==> config.mk <==
export PLATFORM = sky130hd
export DESIGN_NAME = uart_mmio
export DESIGN_NICKNAME = d
export VERILOG_FILES = /design/src/rtl/uart_mmio.sv
export SDC_FILE = /design/constraint.sdc
export NUM_CORES = 1
export LEC_CHECK = 0
export BUFFER_PORTS_ARGS = -buffer_cell sky130_fd_sc_hd__buf_2
export CAP_MARGIN = 15
export CORE_ASPECT_RATIO = 1.1
export CORE_MARGIN = 4
export CORE_UTILIZATION = 30
export CTS_BUF_LIST = sky130_fd_sc_hd__clkbuf_8
export DETAILED_ROUTE_END_ITERATION = 8
export GPL_ROUTABILITY_DRIVEN = 0
export RECOVER_POWER = 50
export SETUP_SLACK_MARGIN = 0.3
export SLEW_MARGIN = 20
export SYNTH_ARGS = -nofsm -noshare
export SYNTH_HDL_FRONTEND = slang
export SYNTH_SLANG_ARGS = --single-unit
==> constraint.sdc <==
create_clock -name clk -period 2.8 [get_ports clk]
set_input_delay 0.28 -clock clk [delete_from_list [all_inputs] [get_ports clk]]
set_output_delay 0.28 -clock clk [all_outputs]
set_load 0.1 [all_outputs]
==> src/rtl/uart_mmio.sv <==
// Memory-mapped UART front end: TX/RX byte FIFOs, STATUS/CTRL registers, optional level irq.
// Define UART_MMIO_IRQ_EN to implement CTRL interrupt enables and the registered irq output.
module uart_mmio #(
  parameter int unsigned FIFO_AW = 3,
  parameter int unsigned XLEN    = 32
) (
  input  logic            clk,
  input  logic            rst,
  input  logic            sel,
  input  logic [1:0]      addr,
  input  logic            wr_en,
  input  logic            rd_en,
  input  logic [XLEN-1:0] wdata,
  output logic [XLEN-1:0] rdata,
  output logic [7:0]      tx_data,
  output logic            tx_data_valid,
  input  logic            tx_data_ack,
  input  logic [7:0]      rx_data,
  input  logic            rx_data_fresh,
  output logic            irq
);

  localparam int unsigned Depth = 2 ** FIFO_AW;
  localparam logic [FIFO_AW:0]   FullCnt = Depth[FIFO_AW:0];
  localparam logic [FIFO_AW-1:0] PtrOne  = FIFO_AW'(1);
  localparam logic [FIFO_AW:0]   CntOne  = (FIFO_AW + 1)'(1);

  logic [7:0]         tx_mem_q [Depth];
  logic [7:0]         rx_mem_q [Depth];
  logic [FIFO_AW-1:0] tx_wptr_q, tx_wptr_d, tx_rptr_q, tx_rptr_d;
  logic [FIFO_AW-1:0] rx_wptr_q, rx_wptr_d, rx_rptr_q, rx_rptr_d;
  logic [FIFO_AW:0]   tx_cnt_q, tx_cnt_d, rx_cnt_q, rx_cnt_d;
  logic               tx_ovf_q, tx_ovf_d, rx_ovf_q, rx_ovf_d;

  logic wr_data, wr_status, wr_ctrl, rd_data, flush;
  logic tx_full, tx_empty, rx_full, rx_empty;
  logic tx_push, tx_pop, tx_ovf_set, rx_push, rx_pop, rx_ovf_set;
  logic [31:0] status, ctrl_rd;
  logic [3:0]  tx_cnt4, rx_cnt4;
  logic [7:0]  rx_head;
  logic        unused_bits;

  assign wr_data   = sel & wr_en & (addr == 2'd0);
  assign wr_status = sel & wr_en & (addr == 2'd1);
  assign wr_ctrl   = sel & wr_en & (addr == 2'd2);
  assign rd_data   = sel & rd_en & (addr == 2'd0);
  assign flush     = wr_ctrl & wdata[2];

  assign tx_full  = (tx_cnt_q == FullCnt);
  assign tx_empty = (tx_cnt_q == '0);
  assign rx_full  = (rx_cnt_q == FullCnt);
  assign rx_empty = (rx_cnt_q == '0);

  // A full FIFO still accepts a push when the same cycle pops it.
  assign tx_pop     = tx_data_ack & ~tx_empty;
  assign tx_push    = wr_data & (~tx_full | tx_pop);
  assign tx_ovf_set = wr_data & tx_full & ~tx_pop;
  assign rx_pop     = rd_data & ~rx_empty;
  assign rx_push    = rx_data_fresh & (~rx_full | rx_pop);
  assign rx_ovf_set = rx_data_fresh & rx_full & ~rx_pop;

  always_comb begin
    tx_wptr_d = tx_wptr_q;
    tx_rptr_d = tx_rptr_q;
    tx_cnt_d  = tx_cnt_q;
    rx_wptr_d = rx_wptr_q;
    rx_rptr_d = rx_rptr_q;
    rx_cnt_d  = rx_cnt_q;
    if (flush) begin
      tx_wptr_d = '0;
      tx_rptr_d = '0;
      tx_cnt_d  = '0;
      rx_wptr_d = '0;
      rx_rptr_d = '0;
      rx_cnt_d  = '0;
    end else begin
      if (tx_push) tx_wptr_d = tx_wptr_q + PtrOne;
      if (tx_pop)  tx_rptr_d = tx_rptr_q + PtrOne;
      if (rx_push) rx_wptr_d = rx_wptr_q + PtrOne;
      if (rx_pop)  rx_rptr_d = rx_rptr_q + PtrOne;
      unique case ({tx_push, tx_pop})
        2'b10:   tx_cnt_d = tx_cnt_q + CntOne;
        2'b01:   tx_cnt_d = tx_cnt_q - CntOne;
        default: tx_cnt_d = tx_cnt_q;
      endcase
      unique case ({rx_push, rx_pop})
        2'b10:   rx_cnt_d = rx_cnt_q + CntOne;
        2'b01:   rx_cnt_d = rx_cnt_q - CntOne;
        default: rx_cnt_d = rx_cnt_q;
      endcase
    end
    // Set beats a same-cycle write-one-to-clear.
    rx_ovf_d = rx_ovf_set | (rx_ovf_q & ~(wr_status & wdata[3]));
    tx_ovf_d = tx_ovf_set | (tx_ovf_q & ~(wr_status & wdata[4]));
  end

  always_ff @(posedge clk or negedge rst) begin
    if (!rst) begin
      for (int i = 0; i < Depth; i++) begin
        tx_mem_q[i] <= 8'h00;
        rx_mem_q[i] <= 8'h00;
      end
      tx_wptr_q <= '0;
      tx_rptr_q <= '0;
      tx_cnt_q  <= '0;
      rx_wptr_q <= '0;
      rx_rptr_q <= '0;
      rx_cnt_q  <= '0;
      tx_ovf_q  <= 1'b0;
      rx_ovf_q  <= 1'b0;
    end else begin
      if (tx_push && !flush) tx_mem_q[tx_wptr_q] <= wdata[7:0];
      if (rx_push && !flush) rx_mem_q[rx_wptr_q] <= rx_data;
      tx_wptr_q <= tx_wptr_d;
      tx_rptr_q <= tx_rptr_d;
      tx_cnt_q  <= tx_cnt_d;
      rx_wptr_q <= rx_wptr_d;
      rx_rptr_q <= rx_rptr_d;
      rx_cnt_q  <= rx_cnt_d;
      tx_ovf_q  <= tx_ovf_d;
      rx_ovf_q  <= rx_ovf_d;
    end
  end

  assign tx_data       = tx_mem_q[tx_rptr_q];
  assign tx_data_valid = ~tx_empty;

`ifdef UART_MMIO_IRQ_EN
  logic rx_ie_q, tx_ie_q, irq_q, irq_d;

  always_comb begin
    irq_d = (rx_ie_q & ~rx_empty) | (tx_ie_q & tx_empty) |
            ((rx_ie_q | tx_ie_q) & (rx_ovf_q | tx_ovf_q));
  end

  always_ff @(posedge clk or negedge rst) begin
    if (!rst) begin
      rx_ie_q <= 1'b0;
      tx_ie_q <= 1'b0;
      irq_q   <= 1'b0;
    end else begin
      if (wr_ctrl) begin
        rx_ie_q <= wdata[0];
        tx_ie_q <= wdata[1];
      end
      irq_q <= irq_d;
    end
  end

  assign ctrl_rd = {30'h0, tx_ie_q, rx_ie_q};
  assign irq     = irq_q;
`else
  assign ctrl_rd = 32'h0;
  assign irq     = 1'b0;
`endif

  assign tx_cnt4 = 4'(tx_cnt_q);
  assign rx_cnt4 = 4'(rx_cnt_q);
  assign status  = {12'h0, tx_cnt4, 4'h0, rx_cnt4, 3'h0,
                    tx_ovf_q, rx_ovf_q, tx_empty, tx_full, ~rx_empty};
  assign rx_head = rx_empty ? 8'h00 : rx_mem_q[rx_rptr_q];

  always_comb begin
    rdata = '0;
    if (sel) begin
      unique case (addr)
        2'd0:    rdata = XLEN'(rx_head);
        2'd1:    rdata = XLEN'(status);
        2'd2:    rdata = XLEN'(ctrl_rd);
        default: rdata = '0;
      endcase
    end
  end

  assign unused_bits = ^wdata[XLEN-1:8];

endmodule

==> impl_metrics.env, run 1 <==
export IMPL_critical_path_depth=4
export IMPL_n_fill_cell=2392
export IMPL_netlist_area_leader_share_pct=49.3
export IMPL_yosysSeqAreaShare_pct=49.3
export IMPL_antenna_found_initial=1
export IMPL_max_freq_mhz=403
export IMPL_async_reset_ff_share_pct=100
export IMPL_end_kind="output port"
export IMPL_p_leak_nw=3.89
export IMPL_worstPathCellList="mux4_2 > mux2i_2 > o22ai_4 > buf_4"
export IMPL_met1_usage_pct=15.3
export IMPL_dr_first_iter_drc_count=207
export IMPL_wire_per_inst_um=18.8
export IMPL_ys_dominant_reg_cell="sky130_fd_sc_hd__dfrtp_1"
export IMPL_startpoint_type="flip-flop"
export IMPL_grt_first_pass_wirelength_um=27800
export IMPL_timing_max_slew_rel_slack_pct=14.6
export IMPL_transition_time_at_the_pin_with_the_least_slew_margin_ps=1280
export IMPL_post_route_cells_drive_above_1_share_pct=50.7
export IMPL_finalCritPeriodShare_pct=88.7
export IMPL_floorplan_io_pins=91
export IMPL_worst_endpoint_required_ps=2520
export IMPL_tritoncts_num_sinks=150
export IMPL_min_path_type="in2reg"
export IMPL_grt_busiest_layer="met2"
export IMPL_critical_path_fanouts_max=8
export IMPL_fp_dieH_um=175
export IMPL_layout_cells_most_common_list="sky130_fd_sc_hd__dfrtp_1, sky130_fd_sc_hd__mux2_2, sky130_fd_sc_hd__buf_2, sky130_fd_sc_hd__mux4_2, sky130_fd_sc_hd__buf_4"
export IMPL_finalWirelength_um=17200
export IMPL_clock_tree_buffer_depth=2
export IMPL_cp_slowest_cell="sky130_fd_sc_hd__mux4_2"
export IMPL_timing_critical_path_max_delay_family="multiplexers"
export IMPL_synth_edf_count=0
export IMPL_worst_clk_skew_ps=14.6
export IMPL_report_power_total_mw=9.33
export IMPL_cts_tree="built"
export IMPL_dieWidth_um=160
export IMPL_power_density_mw_per_mm2=1060
export IMPL_synth_largest_area_cell="sky130_fd_sc_hd__dfrtp_1"
export IMPL_setup_viol=0
export IMPL_clk_transition_reported_paths_ps=100
export IMPL_syn_mean_instance_area_um2=14.5
export IMPL_numPortBuffers=49
export IMPL_syn_std_cell_area_mm2=0.00762
export IMPL_global_route_usage_met3_pct=3.23
export IMPL_clkLatencyLatePin_ps=450
export IMPL_via_per_inst=5.03
export IMPL_core_region_mm2=0.0248
export IMPL_final_period_minus_worst_setup_slack_ps=2480
export IMPL_synth_cell_type_count=59
export IMPL_ir_drop_uv=589
export IMPL_finalHoldViolations=0
export IMPL_area_growth_synth_to_final_pct=15.0
export IMPL_rows=60
export IMPL_antenna_violating_nets_post_route=0
export IMPL_grt_use_met2_pct=21.9
export IMPL_synthesized_netlist_cell_count=524
export IMPL_cts_made_buffers=17
export IMPL_dp_hpwl_um=11900
export IMPL_run_status="completed"
export IMPL_maxCapViolations=0
export IMPL_hold_slack_ps=115
export IMPL_critical_path_class="reg2out"
export IMPL_min_path_cells=2
export IMPL_clock_tree_htree_level_count=4
export IMPL_num_nets_final=642
export IMPL_buffers_plus_inverters_on_the_worst_setup_path=1
export IMPL_route_vias_total=4587
export IMPL_cp_data_arrival_time_ps=2200
export IMPL_detail_route_first_pass_iterations=4
export IMPL_route_detailed_drc=0
export IMPL_synth_area_top_cells="sky130_fd_sc_hd__dfrtp_1, sky130_fd_sc_hd__mux2_2, sky130_fd_sc_hd__mux4_2, sky130_fd_sc_hd__mux2_4, sky130_fd_sc_hd__buf_4"
export IMPL_postSynthRegisterBits=150
export IMPL_reg2reg_depth=5
export IMPL_unrepaired_setup_endpoints_after_global_routing="yes"
export IMPL_number_of_global_route_vias_before_repair=5016
export IMPL_overall_die_area_mm2=0.0280
export IMPL_initial_standard_cell_utilization_of_the_core_pct=30.8
export IMPL_pin_count_of_the_biggest_net_entering_global_routing=80
export IMPL_mostFrequentLayoutCell="sky130_fd_sc_hd__dfrtp_1"
export IMPL_setup_tns_ps=0
export IMPL_cts_root_buffer_cell="sky130_fd_sc_hd__clkbuf_8"
export IMPL_cpPeakStageDelay_ps=570
export IMPL_tot_gr_track_use_pct=12.6
export IMPL_yosysWarningCount=0
export IMPL_finalMaxSlewViolations=0
export IMPL_globalRouteOverflowTotal=0
per-layer routing:
layer / part of all wire, % / vias to the layer above
li1: - / 2056
met1: 42 / 2421
met2: 52 / 85
met3: 4.2 / 23
met4: 1.6 / 2
met5: 0.070 / -
registers in the layout, indices dropped and copies added (netlist names):
name / flops
rx_cnt4: 4
tx_ovf_q: 1
tx_rptr_q: 3
rx_mem_q: 64
rx_rptr_q: 3
tx_mem_q: 64
rx_wptr_q: 3
tx_wptr_q: 3
tx_cnt4: 4
rx_ovf_q: 1
cell usage after synthesis (3+ instances only):
cell type	instances
sky130_fd_sc_hd__buf_2	6
sky130_fd_sc_hd__nor4_4	5
sky130_fd_sc_hd__nand2b_1	7
sky130_fd_sc_hd__nor2_1	16
sky130_fd_sc_hd__and2_1	7
sky130_fd_sc_hd__buf_6	5
sky130_fd_sc_hd__ha_1	6
sky130_fd_sc_hd__buf_4	19
sky130_fd_sc_hd__mux2i_1	14
sky130_fd_sc_hd__o21ai_0	8
sky130_fd_sc_hd__dfrtp_1	150
sky130_fd_sc_hd__inv_1	3
sky130_fd_sc_hd__mux4_2	32
sky130_fd_sc_hd__clkbuf_1	9
sky130_fd_sc_hd__a21oi_1	6
sky130_fd_sc_hd__nor3_1	9
sky130_fd_sc_hd__nand2_1	16
sky130_fd_sc_hd__mux2_4	16
sky130_fd_sc_hd__nand3_1	9
sky130_fd_sc_hd__buf_1	5
sky130_fd_sc_hd__xor2_1	8
sky130_fd_sc_hd__mux2_2	120
worst paths after layout:
kind / end / slack [ps] / start
setup / recovery: rdata[2] / 320 / rx_rptr_q[0]
hold / removal: tx_cnt4[3] / 120 / tx_data_ack
setup reg to reg: tx_mem_q[59] / 370 / tx_cnt4[1]
hold reg to reg: rx_mem_q[4] / 510 / rx_mem_q[4]
max in group asynchronous: rx_mem_q[43] / 690 / rst
min in group asynchronous: tx_mem_q[46] / 430 / rst
cells by family after synthesis:
logic type	Yosys count	synth area share (%)
mux	182	32.2
xor+xnor	10	1.15
compound gates	29	2.68
other cells	1	0.0492
buf+inv	47	3.84
flops	150	49.3
simple gates	99	9.85
fa+ha+maj	6	0.985
per-stage QoR:
stage                     instance area, um2  setup WS [ps]  util, %  cells
final                                   8760            316     35.4    912
after global routing                    8760            200     35.3    910
after CTS                               8740            258     35.3    910
after detailed placement                8250            376     33.3    876
after global placement                  8250            414     33.3    876
after floorplan                         7720            240        -    540
power breakdown:
part / total (mW) / internal (mW) / switching [mW]
combinational: 4.05 / 1.91 / 2.14
sequential: 3.64 / 2.96 / 0.678
clock: 1.64 / 0.751 / 0.887
total: 9.33 / 5.63 / 3.70
repair_timing:
| item | 4_1_cts | 5_1_grt |
|---|---|---|
| endpoints found under the setup margin | 16 | 11 |
| hold buffers | 1 | 0 |
| endpoints found under the hold margin | 77 | 0 |
| resized for setup | 29 | 11 |
| pin swaps | 1 | 2 |
| setup buffers | 1 | 0 |
area by class of cell:
cell class	count	area [um2]	area share, %
antenna	2	5.00	0.0571
clock buffer	18	248	2.83
clock inverter	14	140	1.60
inverter	3	11.3	0.129
multi-input combinational	343	3700	42.2
sequential	150	3760	42.9
tap	310	388	4.43
timing repair buffer	72	512	5.84
Note: power is estimated with default switching activity, not from simulation.
==> run 2: changes to the inputs <==
--- a/config.mk
+++ b/config.mk
@@ -7,10 +7,9 @@
 export LEC_CHECK = 0
 export BUFFER_PORTS_ARGS = -buffer_cell sky130_fd_sc_hd__buf_2
 export CAP_MARGIN = 15
-export CORE_ASPECT_RATIO = 1.1
+export CORE_ASPECT_RATIO = 0.5
 export CORE_MARGIN = 4
 export CORE_UTILIZATION = 30
-export CTS_BUF_LIST = sky130_fd_sc_hd__clkbuf_8
 export DETAILED_ROUTE_END_ITERATION = 8
 export GPL_ROUTABILITY_DRIVEN = 0
 export RECOVER_POWER = 50
==> run 2 against run 1 <==
Net effect: total power is 7.1% higher; worst setup slack improved by 42 ps; count of clock-buffer cells in the layout grew 3; fmax rose by 1.7%; largest cell class unchanged; global-route usage is 0.19 points lower; the run now ends with capacitance limit, slew limit left; wire length decreased by 3.3%; final area increased by 2.9%; non-clock buffer count increased by 4; via count decreased by 2.2%; utilization up 1.5 points.
==> impl_metrics.env, run 2 (same netlist as run 1, synthesis figures left out) <==
export IMPL_run_status="complete, but fails checks"
export IMPL_failed_checks="capacitance limit, slew limit"
export IMPL_power_net_switching_mw=3.66
export IMPL_startpoint_type="flip-flop"
export IMPL_route_vias_total=4484
export IMPL_dp_hpwl_um=10900
export IMPL_p_leak_nw=4.01
export IMPL_critical_path_class="reg2out"
export IMPL_largestRegisters="rx_mem_q: 64 flops, tx_mem_q: 64 flops"
export IMPL_finalMaxSlewViolations=66
export IMPL_ir_drop_uv=480
export IMPL_detail_route_first_pass_iterations=5
export IMPL_worst_endpoint_required_ps=2520
export IMPL_power_switching_share_pct=36.7
export IMPL_comb_power_share_pct=40.2
export IMPL_unrepaired_setup_endpoints_after_global_routing="yes"
export IMPL_min_path_type="in2reg"
export IMPL_cp_data_arrival_time_ps=2160
export IMPL_floorplan_io_pins=91
export IMPL_clk_transition_reported_paths_ps=60
export IMPL_core_region_mm2=0.0245
export IMPL_setup_tns_ps=0
export IMPL_via_per_inst=4.77
export IMPL_hold_slack_ps=133
export IMPL_share_seq_of_total_power_pct=36.1
export IMPL_end_kind="output port"
export IMPL_n_fill_cell=2290
export IMPL_sequential_standard_cell_area_mm2=0.00376
export IMPL_timing_max_slew_rel_slack_pct=-23.4
export IMPL_final_period_minus_worst_setup_slack_ps=2440
export IMPL_layout_cells_most_common_list="sky130_fd_sc_hd__dfrtp_1, sky130_fd_sc_hd__mux2_2, sky130_fd_sc_hd__buf_4, sky130_fd_sc_hd__mux4_2, sky130_fd_sc_hd__buf_2"
export IMPL_critical_path_fanouts_max=9
export IMPL_num_nets_final=646
export IMPL_tot_gr_track_use_pct=12.4
export IMPL_dieWidth_um=233
export IMPL_total_area_of_multi_input_combinational_cells_mm2=0.00367
export IMPL_power_internal_mw=6.33
export IMPL_finalNonFillerCells=940
export IMPL_globalRouteOverflowTotal=0
export IMPL_postLayoutCoreUtil_pct=36.8
export IMPL_clock_tree_htree_level_count=4
export IMPL_power_density_mw_per_mm2=1110
export IMPL_clock_tree_buffer_depth=2
export IMPL_finalHoldViolations=0
export IMPL_maxCapViolations=1
export IMPL_area_growth_synth_to_final_pct=18.3
export IMPL_tritoncts_num_sinks=150
export IMPL_cts_tree="built"
export IMPL_overall_die_area_mm2=0.0282
export IMPL_drt_met1_wl_um=7630
export IMPL_mostFrequentLayoutCell="sky130_fd_sc_hd__dfrtp_1"
export IMPL_cts_root_buffer_cell="sky130_fd_sc_hd__clkbuf_16"
export IMPL_pin_count_of_the_biggest_net_entering_global_routing=68
export IMPL_post_route_cells_drive_above_1_share_pct=50.5
export IMPL_numPortBuffers=49
export IMPL_postLayoutCellArea_mm2=0.00901
export IMPL_clkLatencyLatePin_ps=430
export IMPL_transition_time_at_the_pin_with_the_least_slew_margin_ps=1850
export IMPL_max_freq_mhz=410
export IMPL_worst_clk_skew_ps=11.4
export IMPL_placedInstanceArea_mm2=0.00831
export IMPL_number_of_global_route_vias_before_repair=4802
export IMPL_initial_standard_cell_utilization_of_the_core_pct=31.1
export IMPL_cts_made_buffers=17
export IMPL_fp_dieH_um=121
export IMPL_met2RoutedLength_um=8240
export IMPL_antenna_found_initial=0
export IMPL_pwr_share_clk_pct=23.8
export IMPL_route_detailed_drc=0
export IMPL_setup_viol=0
export IMPL_antenna_violating_nets_post_route=0
export IMPL_finalWirelength_um=16600
export IMPL_wire_per_inst_um=17.7
export IMPL_topRoutingLayerUsed="met4"
export IMPL_grt_first_pass_wirelength_um=27100
export IMPL_dr_first_iter_drc_count=275
export IMPL_met3WireLength_um=519
export IMPL_rows=40
export IMPL_finalCritPeriodShare_pct=87.2
export IMPL_antenna_diode_count=0
export IMPL_dpl_cells=904
## run 2: path summary, 6_finish.rpt
check,from,end,slack (ps),cells after the start
hold reg to reg,rx_mem_q[0],rx_mem_q[0],500,1
hold / removal,tx_data_ack,tx_cnt4[3],130,2
min in group asynchronous,rst,rx_mem_q[40],870,2
setup reg to reg,tx_cnt4[1],tx_mem_q[47],370,5
max in group asynchronous,rst,rx_rptr_q[1],710,2
setup / recovery,tx_cnt4[1],rdata[2],360,3
## run 2: cell type report
class | count | area share [%]
inverter | 3 | 0.125
sequential | 150 | 41.7
clock buffer | 21 | 5.11
clock inverter | 11 | 1.65
timing repair buffer | 76 | 6.01
multi-input combinational | 343 | 40.7
tap | 336 | 4.67
## run 2: layer usage
layer / up-vias / GRT usage (%)
met5: - / 0
met4: 0 / 4.04
met3: 15 / 2.57
met2: 60 / 20.5
met1: 2350 / 16.3
li1: 2059 / -
## run 2: power by group through the flow
stage	clock network [mW]	registers (mW)	logic, mW
floorplan	0	3.29	3.46
global placement	0	3.59	3.85
detailed placement	0	3.63	3.92
CTS	2.42	3.59	4.04
global route	2.52	3.72	4.31
finish	2.38	3.60	4.01
## run 2: worst max-delay path, stage by stage (launching register included)
cell and delay [ps]:
sky130_fd_sc_hd__dfrtp_1 480, sky130_fd_sc_hd__or4_1 720, sky130_fd_sc_hd__o22ai_4 230, sky130_fd_sc_hd__buf_4 310
## run 2: through the flow
stage / setup WS [ps] / power [mW]
after floorplan: 240 / 6.75
after global placement: 461 / 7.43
after detailed placement: 456 / 7.55
after CTS: 303 / 10.1
after global routing: 230 / 10.5
final: 359 / 9.99
## run 2: repair_timing
action | 4_1_cts | 5_1_grt
cloned | 0 | 1
endpoints found under the setup margin | 16 | 11
hold buffers | 1 | 0
endpoints found under the hold margin | 65 | 0
setup buffers | 2 | 0
resized for setup | 19 | 13
